**config.mk**
```make
export PLATFORM = sky130hd
export DESIGN_NAME = btb_update_queue_flat
export DESIGN_NICKNAME = d
export VERILOG_FILES = /design/src/rtl/btb_update_queue_pkg.sv /design/src/rtl/btb_update_queue_if.sv /design/src/rtl/btb_uq_storage.sv /design/src/rtl/btb_update_queue.sv /design/src/flat_wrapper.sv
export SDC_FILE = /design/constraint.sdc
export NUM_CORES = 1
export LEC_CHECK = 0
export ABC_AREA = 1
export CORE_ASPECT_RATIO = 0.6
export CORE_MARGIN = 4
export CORE_UTILIZATION = 52
export CTS_CLUSTER_DIAMETER = 40
export DETAILED_ROUTE_END_ITERATION = 7
export GPL_TIMING_DRIVEN = 0
export PLACE_DENSITY = 0.76
export SYNTH_ARGS = -nofsm -noshare
export SYNTH_HDL_FRONTEND = slang
export SYNTH_HIERARCHICAL = 1
export SYNTH_SLANG_ARGS = --single-unit
```
**constraint.sdc**
```tcl
create_clock -name clk -period 14.95 [get_ports clk]
set_input_delay 2.2425 -clock clk [delete_from_list [all_inputs] [get_ports clk]]
set_output_delay 2.2425 -clock clk [all_outputs]
set_load 0.05 [all_outputs]
```
**src/rtl/btb_update_queue_pkg.sv**
```systemverilog
// Shared types and sizing for the BTB update queue.
package btb_update_queue_pkg;
    localparam int BTB_ADDR_W   = 32;
    localparam int BTB_UQ_DEPTH = 4;
    localparam int BTB_UQ_PTR_W = 2;
    localparam int BTB_UQ_CNT_W = 16;

    typedef struct packed {
        logic [BTB_ADDR_W-1:0] eip;
        logic [BTB_ADDR_W-1:0] fip_e;
        logic [BTB_ADDR_W-1:0] fip_o;
        logic [BTB_ADDR_W-1:0] target;
    } btb_upd_t;
endpackage

```
**src/rtl/btb_update_queue_if.sv**
```systemverilog
// WB-side update handshake and BTB write-port signals around the update queue.
interface btb_update_queue_if;
    import btb_update_queue_pkg::*;

    logic                  wb_valid;
    logic                  wb_is_br;
    logic                  wb_taken;
    logic [BTB_ADDR_W-1:0] wb_eip;
    logic [BTB_ADDR_W-1:0] wb_fip_e;
    logic [BTB_ADDR_W-1:0] wb_fip_o;
    logic [BTB_ADDR_W-1:0] wb_target;
    logic                  wb_ready;
    logic                  btb_hold;
    logic                  btb_ld;
    logic [BTB_ADDR_W-1:0] btb_eip;
    logic [BTB_ADDR_W-1:0] btb_fip_e;
    logic [BTB_ADDR_W-1:0] btb_fip_o;
    logic [BTB_ADDR_W-1:0] btb_target;

    // master: pipeline/BTB environment; slave: the queue itself
    modport master (
        output wb_valid, wb_is_br, wb_taken, wb_eip, wb_fip_e, wb_fip_o, wb_target, btb_hold,
        input  wb_ready, btb_ld, btb_eip, btb_fip_e, btb_fip_o, btb_target
    );
    modport slave (
        input  wb_valid, wb_is_br, wb_taken, wb_eip, wb_fip_e, wb_fip_o, wb_target, btb_hold,
        output wb_ready, btb_ld, btb_eip, btb_fip_e, btb_fip_o, btb_target
    );
endinterface

```
**src/rtl/btb_uq_storage.sv**
```systemverilog
// Entry register file: one write port at tail, one registered-state read port at head.
module btb_uq_storage
    import btb_update_queue_pkg::*;
#(
    parameter int DEPTH = BTB_UQ_DEPTH,
    parameter int PTR_W = BTB_UQ_PTR_W
) (
    input  logic             clk,
    input  logic             rst,
    input  logic             we,
    input  logic [PTR_W-1:0] waddr,
    input  btb_upd_t         wdata,
    input  logic [PTR_W-1:0] raddr,
    output btb_upd_t         rdata
);
    btb_upd_t mem [DEPTH];

    for (genvar g = 0; g < DEPTH; g++) begin : g_entry
        always_ff @(posedge clk) begin
            if (rst)
                mem[g] <= '0;
            else if (we && waddr == PTR_W'(g))
                mem[g] <= wdata;
        end
    end

    assign rdata = mem[raddr];
endmodule

```
**src/rtl/btb_update_queue.sv**
```systemverilog
// Buffers taken-branch updates from WB and drains one per cycle into the BTB write port,
// suppressing back-to-back duplicates and discarding everything on a context-switch flush.
module btb_update_queue
    import btb_update_queue_pkg::*;
#(
    parameter int DEPTH = BTB_UQ_DEPTH,
    parameter int PTR_W = BTB_UQ_PTR_W,
    parameter int CNT_W = BTB_UQ_CNT_W
) (
    input  logic               clk,
    input  logic               rst,
    input  logic               flush,
    btb_update_queue_if.slave  bus,
    output logic [PTR_W:0]     occupancy,
    output logic [CNT_W-1:0]   drop_cnt
);
    logic [PTR_W-1:0]      head, tail;
    logic [PTR_W:0]        count;
    logic                  last_vld;
    logic [BTB_ADDR_W-1:0] last_eip, last_tgt;
    logic                  push_req, dup, do_write, pop;
    btb_upd_t              wdata, rdata;

    assign bus.wb_ready = (count != (PTR_W+1)'(DEPTH));
    assign push_req     = bus.wb_valid & bus.wb_is_br & bus.wb_taken & bus.wb_ready & ~flush;
    assign dup          = last_vld & (bus.wb_eip == last_eip) & (bus.wb_target == last_tgt);
    assign do_write     = push_req & ~dup;
    assign pop          = (count != '0) & ~bus.btb_hold & ~flush;

    assign wdata = '{eip: bus.wb_eip, fip_e: bus.wb_fip_e, fip_o: bus.wb_fip_o,
                     target: bus.wb_target};

    btb_uq_storage #(.DEPTH(DEPTH), .PTR_W(PTR_W)) u_storage (
        .clk   (clk),
        .rst   (rst),
        .we    (do_write),
        .waddr (tail),
        .wdata (wdata),
        .raddr (head),
        .rdata (rdata)
    );

    assign bus.btb_ld     = pop;
    assign bus.btb_eip    = rdata.eip;
    assign bus.btb_fip_e  = rdata.fip_e;
    assign bus.btb_fip_o  = rdata.fip_o;
    assign bus.btb_target = rdata.target;
    assign occupancy      = count;

    always_ff @(posedge clk) begin
        if (rst) begin
            head     <= '0;
            tail     <= '0;
            count    <= '0;
            last_vld <= 1'b0;
            last_eip <= '0;
            last_tgt <= '0;
            drop_cnt <= '0;
        end else if (flush) begin
            // drop_cnt is a statistic across contexts, so it survives the flush
            head     <= '0;
            tail     <= '0;
            count    <= '0;
            last_vld <= 1'b0;
        end else begin
            if (do_write) begin
                tail     <= tail + 1'b1;
                last_eip <= bus.wb_eip;
                last_tgt <= bus.wb_target;
                last_vld <= 1'b1;
            end
            if (push_req && dup && drop_cnt != '1)
                drop_cnt <= drop_cnt + 1'b1;
            if (pop)
                head <= head + 1'b1;
            count <= count + (PTR_W+1)'(do_write) - (PTR_W+1)'(pop);
        end
    end
endmodule
```
**src/flat_wrapper.sv**
```systemverilog
// flat-port wrapper written by rule: the top's interface ports become plain ports
module btb_update_queue_flat import btb_update_queue_pkg::*;
#(
    parameter int DEPTH = BTB_UQ_DEPTH,
    parameter int PTR_W = BTB_UQ_PTR_W,
    parameter int CNT_W = BTB_UQ_CNT_W
)
  (clk, rst, flush, occupancy, drop_cnt, bus_wb_valid, bus_wb_is_br, bus_wb_taken, bus_wb_eip, bus_wb_fip_e, bus_wb_fip_o, bus_wb_target, bus_btb_hold, bus_wb_ready, bus_btb_ld, bus_btb_eip, bus_btb_fip_e, bus_btb_fip_o, bus_btb_target);
  btb_update_queue_if bus_i ();
  input  logic clk;
  input  logic rst;
  input  logic flush;
  output logic [PTR_W:0] occupancy;
  output logic [CNT_W-1:0] drop_cnt;
  input wire logic [$bits(bus_i.wb_valid)-1:0] bus_wb_valid;
  input wire logic [$bits(bus_i.wb_is_br)-1:0] bus_wb_is_br;
  input wire logic [$bits(bus_i.wb_taken)-1:0] bus_wb_taken;
  input wire logic [$bits(bus_i.wb_eip)-1:0] bus_wb_eip;
  input wire logic [$bits(bus_i.wb_fip_e)-1:0] bus_wb_fip_e;
  input wire logic [$bits(bus_i.wb_fip_o)-1:0] bus_wb_fip_o;
  input wire logic [$bits(bus_i.wb_target)-1:0] bus_wb_target;
  input wire logic [$bits(bus_i.btb_hold)-1:0] bus_btb_hold;
  output wire logic [$bits(bus_i.wb_ready)-1:0] bus_wb_ready;
  output wire logic [$bits(bus_i.btb_ld)-1:0] bus_btb_ld;
  output wire logic [$bits(bus_i.btb_eip)-1:0] bus_btb_eip;
  output wire logic [$bits(bus_i.btb_fip_e)-1:0] bus_btb_fip_e;
  output wire logic [$bits(bus_i.btb_fip_o)-1:0] bus_btb_fip_o;
  output wire logic [$bits(bus_i.btb_target)-1:0] bus_btb_target;
  assign bus_i.wb_valid = bus_wb_valid;
  assign bus_i.wb_is_br = bus_wb_is_br;
  assign bus_i.wb_taken = bus_wb_taken;
  assign bus_i.wb_eip = bus_wb_eip;
  assign bus_i.wb_fip_e = bus_wb_fip_e;
  assign bus_i.wb_fip_o = bus_wb_fip_o;
  assign bus_i.wb_target = bus_wb_target;
  assign bus_i.btb_hold = bus_btb_hold;
  assign bus_wb_ready = bus_i.wb_ready;
  assign bus_btb_ld = bus_i.btb_ld;
  assign bus_btb_eip = bus_i.btb_eip;
  assign bus_btb_fip_e = bus_i.btb_fip_e;
  assign bus_btb_fip_o = bus_i.btb_fip_o;
  assign bus_btb_target = bus_i.btb_target;
  btb_update_queue #(.DEPTH(DEPTH), .PTR_W(PTR_W), .CNT_W(CNT_W)) u_core (.clk(clk), .rst(rst), .flush(flush), .bus(bus_i), .occupancy(occupancy), .drop_cnt(drop_cnt));
endmodule
```
==> metrics list, run 1 <==
* Root Buffer Master: sky130_fd_sc_hd__clkbuf_16
* Growth of design area from synthesis to finish: 20.3%
- Maximum root-to-sink buffer count: 3
- Final critical-path required period: 6.61 ns
- In the global route stage, overall resource usage came out at 0.274.
- STA puts the critical path data arrival time at 4.37 ns.
* Max_cap viols: 0
- Final hold violation count: 0
- Wire length per cell after detailed routing: 17.8 um
- Among all flip-flop cells after synthesis, the most frequent one is sky130_fd_sc_hd__edfxtp_1.
* TritonCTS buffer count: 60
* Number of clock sinks seen by CTS: 600
- Via count of the first global-routing pass: 23,300
- Standard-cell rows: 67
- Max-slew violation count: 0
- Warnings from Yosys: 6
- Entering global routing, the biggest net connects 55 pins.
- Leaving out fill and tap cells, the most frequent cell in the layout is sky130_fd_sc_hd__nand2_1.
- Residual DRC count: 0
* I/O pin count: 284
* Filler Cells Inserted: 4,674
- The final layout contains 4,182 nets.
- Wire length of the first global-routing pass: 132 mm
* Sequential-to-total area share from yosys stat: 0.571
* Count of instances resized after the clock tree is built: 0
- Type of element launching the critical path: input pin
* Relative slew slack: 0.414
* Detailed-route via count: 24,700
- Worst-Skew Late Latency: 0.60 ns
- Initial antenna violation count: 13
- Commonest non-fill, non-tap cells in the layout: 904 x sky130_fd_sc_hd__nand2_1, 804 x sky130_fd_sc_hd__inv_1, 616 x sky130_fd_sc_hd__nor2_1, 512 x sky130_fd_sc_hd__edfxtp_1, 283 x sky130_fd_sc_hd__clkdlybuf4s50_1
- Synthesis produced a netlist with a net count of 3,826.
- Timing would allow up to 151 MHz.
- The number of placed instances, taps included, is 4,740.
- Length of the first detailed-routing pass in iterations: 5
- Setup violators final: 0
* Static leakage: 16.6 nW
* Final setup skew: 0.0200 ns
* Estimated wirelength of the detail-placed design: 60.6 mm
* Critical path peak fanout: 5
* Crit. End Element: primary output
* Total Die Area: 61,700 um2
- In the finished design, the share of the clock period the worst path needs comes to 0.442.
- TritonCTS built the clock tree.
- Register bit total from synthesis: 600
* Setup repair after global routing missed its margin: no
* Final estimated routing congestion in global placement: 0.965
* Final design utilization: 0.640
- HP Class: reg -> reg
* Starting density of the core: 0.532
* Distinct cell type count of the synthesized netlist: 30
- Number of buffers inserted to repair setup after CTS: 0
* Die X: 318 um
- Highest ir drop seen on vdd: 0.0905 mV
* Via density: 5.08
- The worst setup path is of the in -> out kind.
* Worst r2r src: u_core/last_eip[26]$_SDFFE_PP0P_
- The worst hold path begins at u_core/last_vld$_SDFFE_PP0P_.
* Maximum level of the CTS H-tree: 2
- WL final: 86.5 mm
* Fraction of registers with async set/reset: 0
* Outcome: finished clean
* Worst Max-Slew Pin Slew: 0.872 ns
- Area of the mapped netlist: 30,000 um2
- CP Data Required Time: 12.71 ns
- In this run the mean area of a mapped cell was 8.14 um2.
- Port bufs: 283
- After clock tree synthesis, the clock-pin slew on the worst setup and hold paths is 0.06 ns.
- Buffers inserted to repair hold after CTS numbered 0.
- Fraction of final layout cells sized beyond drive strength 1: 0.0667
- Critical path launch point: flush
* Core ar.: 56,400 um2
- Number of cells in the finished layout apart from fillers: 4,858
- Die Y: 194 um
- Counting flops with a built-in enable in the synthesized netlist gives 512.
- Synthesis handed over a netlist of 3,687 instances.
- In this run the power density over the cells is 105 nW/um2.
* Antenna viol nets, final: 0
- Total grt overflow: 0
- The detailed router finished its first iteration with 3,019 violations.
[worst max-delay path, cell delays in order]
cell	delay (ns)
sky130_fd_sc_hd__clkdlybuf4s50_1	0.44
sky130_fd_sc_hd__nor3_1	0.74
sky130_fd_sc_hd__clkdlybuf4s50_1	0.95
[cell usage after synthesis (19+ instances only)]
master,instances,share of area
sky130_fd_sc_hd__nand4_1,27,0.0056
sky130_fd_sc_hd__nor2_1,616,0.077
sky130_fd_sc_hd__edfxtp_1,512,0.51
sky130_fd_sc_hd__o21ai_1,28,0.0047
sky130_fd_sc_hd__dfxtp_1,88,0.059
sky130_fd_sc_hd__nand2_1,907,0.11
sky130_fd_sc_hd__nor3_1,134,0.022
sky130_fd_sc_hd__clkbuf_1,36,0.0045
sky130_fd_sc_hd__inv_1,804,0.10
sky130_fd_sc_hd__o21ai_0,42,0.0070
sky130_fd_sc_hd__buf_2,99,0.017
sky130_fd_sc_hd__buf_6,31,0.012
sky130_fd_sc_hd__nand3_1,282,0.047
sky130_fd_sc_hd__nor2_2,19,0.0040
[power breakdown]
| group | switching (mW) | leakage (nW) | internal [mW] |
|---|---|---|---|
| clock network | 0.653 | 0.973 | 0.877 |
| registers | 0.0187 | 5.98 | 1.87 |
| logic | 0.252 | 9.68 | 0.121 |
| total | 0.924 | 16.6 | 2.87 |
[cells by family (layout without fill, tap and decap cells)]
| family | after synthesis | in the layout | share of synthesized area |
|---|---|---|---|
| buffers and inverters | 989 | 1395 | 0.136 |
| other | 0 | 6 | 0 |
| xor gates and xnor gates | 16 | 16 | 0.00467 |
| and+or+nand+nor | 2000 | 2000 | 0.273 |
| adders and majority gates | 4 | 4 | 0.00192 |
| AOI/OAI and AO/OA | 78 | 78 | 0.0131 |
| DFF | 600 | 600 | 0.571 |
[worst paths after layout]
kind              cells past startpoint                                        end  slack, ns
hold reg to reg                       2               u_core/last_vld$_SDFFE_PP0P_       0.49
setup reg to reg                     16  u_core/u_storage/mem[1][91]$_SDFFCE_PN0P_      10.88
setup / recovery                      3                                 bus_btb_ld       8.34
hold / removal                        2               u_core/last_vld$_SDFFE_PP0P_       0.49
[registers in the layout, indices dropped and copies added, names as in the netlist]
name	flops
u_core/u_storage/mem	512
u_core/last_eip	32
u_core/last_tgt	32
u_core/drop_cnt	16
u_core/occupancy	3
u_core/head	2
u_core/tail	2
u_core/last_vld	1
[routing by layer]
metal  wire length [um]  GRT usage  vias up  share of wire
li1                   -          -    12000              -
met1              36300      0.401    11300           0.42
met2              37100      0.411     1227           0.43
met3              11400     0.0752      131           0.13
met4               1630     0.0602       10          0.019
met5                 53          0        -        0.00061
[cell type report]
class	instances	area (um2)	area share
clock inverters	35	372	0.0103
clock buffers	77	1630	0.0451
plain buffers	179	1040	0.0287
inverters	810	3040	0.0842
repair buffers	294	3100	0.0858
flip-flops and latches	600	17100	0.475
multi-input cells	2098	8820	0.244
diodes	6	15.0	0.000416
well taps	759	950	0.0263
[through the flow]
stage / setup slack, ns / total power, mW / setup TNS (ns) / hold WS (ns) / cell area, um2
4_1_cts: 8.33 / 3.81 / 0 / 0.487 / 36100
6_report: 8.34 / 3.79 / 0 / 0.485 / 36100
2_1_floorplan: 1.84 / 2.15 / 0 / 0.439 / 30000
3_3_place_gp: -6.07 / 2.30 / -775.83 / 0.463 / 33800
3_5_place_dp: 8.34 / 2.29 / 0 / 0.473 / 34100
5_1_grt: 8.25 / 3.92 / 0 / 0.502 / 36100
(Power assumes the default switching activity.)
==> run 2, diff against run 1 <==
--- a/config.mk
+++ b/config.mk
@@ -12,7 +12,7 @@
 export CTS_CLUSTER_DIAMETER = 40
 export DETAILED_ROUTE_END_ITERATION = 7
 export GPL_TIMING_DRIVEN = 0
-export PLACE_DENSITY = 0.76
+export PLACE_DENSITY = 0.79
 export SYNTH_ARGS = -nofsm -noshare
 export SYNTH_HDL_FRONTEND = slang
 export SYNTH_HIERARCHICAL = 1
==> constraint.sdc (replaced) <==
create_clock -name clk -period 5.97 [get_ports clk]
set_input_delay 0.8955 -clock clk [delete_from_list [all_inputs] [get_ports clk]]
set_output_delay 0.8955 -clock clk [all_outputs]
set_load 0.05 [all_outputs]
==> metrics list, run 2 (synthesis gave the netlist of run 1 again) <==
- Based on the critical path, the design can be clocked at up to 218 MHz.
* Starting density of the core: 0.532 (unchanged)
* I/O pin count: 284 (unchanged)
- The worst vdd rail ir drop was 0.202 mV (+120%).
- The slew at the pin closest to its max-slew limit came to 0.958 ns (+0.0862 ns).
- The final count of negative-setup-slack endpoints came to 0 (unchanged).
* Wire length per cell after detailed routing: 17.9 um (+0.43%)
- Total Routing Usage GR: 0.275 (+0.000889)
* Standard-cell rows: 67 (unchanged)
- TritonCTS built the clock tree.
* Via count of the first global-routing pass: 23,400 (+0.22%)
* Largest net degree at the start of global routing: 54 (-1.8%)
- The vertical extent of the die came to 194 um (unchanged).
- The total core area is 56,400 um2 (unchanged).
- The insertion delay to the later sink of the worst-skew pair was 0.59 ns (about the same).
- Leading registers by flop count: u_core/u_storage/mem (512), u_core/last_eip (32), u_core/last_tgt (32)
- Placement-stage worst setup slack: 0.951 ns (-7.39 ns)
- Placed cells: 4,741 (+0.021%)
- Port bufs: 283 (unchanged)
- The layout overhead on the synthesized area came to 20.3% (about the same).
- Initial antenna violation count: 17 (+4)
- Static leakage: 16.6 nW (about the same)
* Most common library cell in the layout ignoring fill and taps: sky130_fd_sc_hd__nand2_1
* Maximum level of the CTS H-tree: 2 (unchanged)
- The data required time of the worst path came to 6.26 ns (-6.45 ns).
* Antenna viol nets, final: 0 (unchanged)
* Critical path type: in -> reg
- Setup repair after global routing missed its margin: no
* Estimated wirelength of the detail-placed design: 60.7 mm (+0.10%)
* Number of buffers inserted to repair setup after CTS: 0 (unchanged)
* Maximum root-to-sink buffer count: 3 (unchanged)
- Relative slew slack: 0.356 (-0.0579)
- TritonCTS buffer count: 59 (-1.7%)
- The routability congestion estimate from global placement came to 0.967 (+0.25%).
* Largest register by flop count: u_core/u_storage/mem
- Final hold violation count: 0 (unchanged)
- Critical path peak fanout: 46 (+41)
* Via density: 5.13 (+1.0%)
* Number of design-rule violations left by the first detailed-router iteration: 2,920 (-3.3%)
- The worst setup path is captured at a flip-flop.
- The residual overflow from global routing is 0 (unchanged).
* Max_cap viols: 0 (unchanged)
- The flow ran to the end, and the final reports show no timing, DRC or antenna violations.
* Root Buffer Master: sky130_fd_sc_hd__clkbuf_16
- Detailed-route via count: 24,900 (+0.95%)
- The CTS sink count was 600 (unchanged).
- The arrival time of data at the critical path endpoint came to 4.88 ns (+0.51 ns).
- The wire length of the first global-routing pass came to 133 mm (+0.60%).
* Number of cells in the finished layout apart from fillers: 4,855 (-0.062%)
* HP Class: reg -> reg
- The number of remaining DRC errors is 0 (unchanged).
- The cts-stage hold buffer count is 0 (unchanged).
- Fin crit share: 0.768
- The number of flip-flops in the largest register came to 512 (unchanged).
* Die X: 318 um (unchanged)
* Count of instances resized after the clock tree is built: 0 (unchanged)
- In the layout the commonest cells are 904 x sky130_fd_sc_hd__nand2_1, 804 x sky130_fd_sc_hd__inv_1, 616 x sky130_fd_sc_hd__nor2_1, 512 x sky130_fd_sc_hd__edfxtp_1, 283 x sky130_fd_sc_hd__clkdlybuf4s50_1.
- Least setup slack across all paths after layout: 1.38 ns (-6.95 ns)
* Final setup skew: 0.0226 ns (+0.00259 ns)
- Sum of internal, switching and leakage power: 9.44 mW (+150%)
- The setup slack of the worst register-to-register path is 1.96 ns (-8.92 ns).
- The total iterations of the first detailed-routing run is 5 (unchanged).
* Max-slew violation count: 0 (unchanged)
- Post-layout net count: 4,182 (unchanged)
* Post-CTS clock slew at the launch and capture registers of the worst setup and hold paths: 0.06 ns (about the same)
* WL final: 86.9 mm (+0.37%)
- After layout, the minimum clock period comes to 4.59 ns.
* Type of element launching the critical path: input pin
* Power density of the placed cells: 261 nW/um2 (+150%)
- Total Die Area: 61,700 um2 (unchanged)
- The share of layout cells above drive strength 1 came to 0.0660 (-0.000685).
==> run 2: worst max-delay path: stages <==
cell                              delay, ns
sky130_fd_sc_hd__clkdlybuf4s50_1       0.60
sky130_fd_sc_hd__inv_1                 0.07
sky130_fd_sc_hd__nand2_1               0.19
sky130_fd_sc_hd__nand2_1               0.07
sky130_fd_sc_hd__nor2_1                0.09
sky130_fd_sc_hd__nand2_1               0.07
sky130_fd_sc_hd__nor2_1                0.12
sky130_fd_sc_hd__nand3_1               0.21
sky130_fd_sc_hd__nor2_4                0.27
sky130_fd_sc_hd__nand2_4               0.08
sky130_fd_sc_hd__nand2_4               0.10
sky130_fd_sc_hd__inv_2                 0.06
sky130_fd_sc_hd__buf_2                 0.22
sky130_fd_sc_hd__nand3_1               0.24
sky130_fd_sc_hd__buf_2                 0.30
sky130_fd_sc_hd__buf_2                 0.37
sky130_fd_sc_hd__nand2_4               0.44
sky130_fd_sc_hd__buf_16                0.39
==> run 2: final cells by class <==
type                    instances  area (um2)
repair buffers                295        3130
diodes                          6        15.0
flip-flops and latches        600       17100
multi-input cells            2098        8820
clock buffers                  69        1560
well taps                     759         950
clock inverters                39         399
inverters                     810        3040
plain buffers                 179        1040
fillers                      4570       20300
==> run 2: routing by layer <==
layer	track usage	up-vias	routed length [um]
met5	0	-	124
met4	0.0567	20	1580
met3	0.0729	137	11000
met2	0.418	1266	37600
met1	0.400	11500	36500
li1	-	12000	-
==> run 2: final timing paths <==
path                                    startpoint  depth (start not counted)                                   endpoint
setup / recovery                  bus_wb_target[3]                         18  u_core/u_storage/mem[1][91]$_SDFFCE_PN0P_
setup reg to reg  u_core/last_tgt[20]$_SDFFE_PP0P_                         17  u_core/u_storage/mem[1][91]$_SDFFCE_PN0P_
hold / removal     u_core/last_eip[1]$_SDFFE_PP0P_                          2            u_core/last_eip[1]$_SDFFE_PP0P_
hold reg to reg    u_core/last_eip[1]$_SDFFE_PP0P_                          2            u_core/last_eip[1]$_SDFFE_PP0P_
==> run 2: where the power goes <==
part           total (mW)  internal [mW]  switching, mW
combinational       0.941          0.305          0.636
clock                3.77           2.17           1.59
sequential           4.73           4.68         0.0466
==> run 2: per-stage QoR <==
step | utilization | area, um2 | TNS, ns | hold slack (ns)
floorplan | - | 30000 | 0 | 0.439
global placement | 0.599 | 33800 | -1560.96 | 0.459
detailed placement | 0.605 | 34100 | 0 | 0.462
CTS | 0.639 | 36100 | 0 | 0.480
global route | 0.640 | 36100 | 0 | 0.515
finish | 0.640 | 36100 | 0 | 0.485
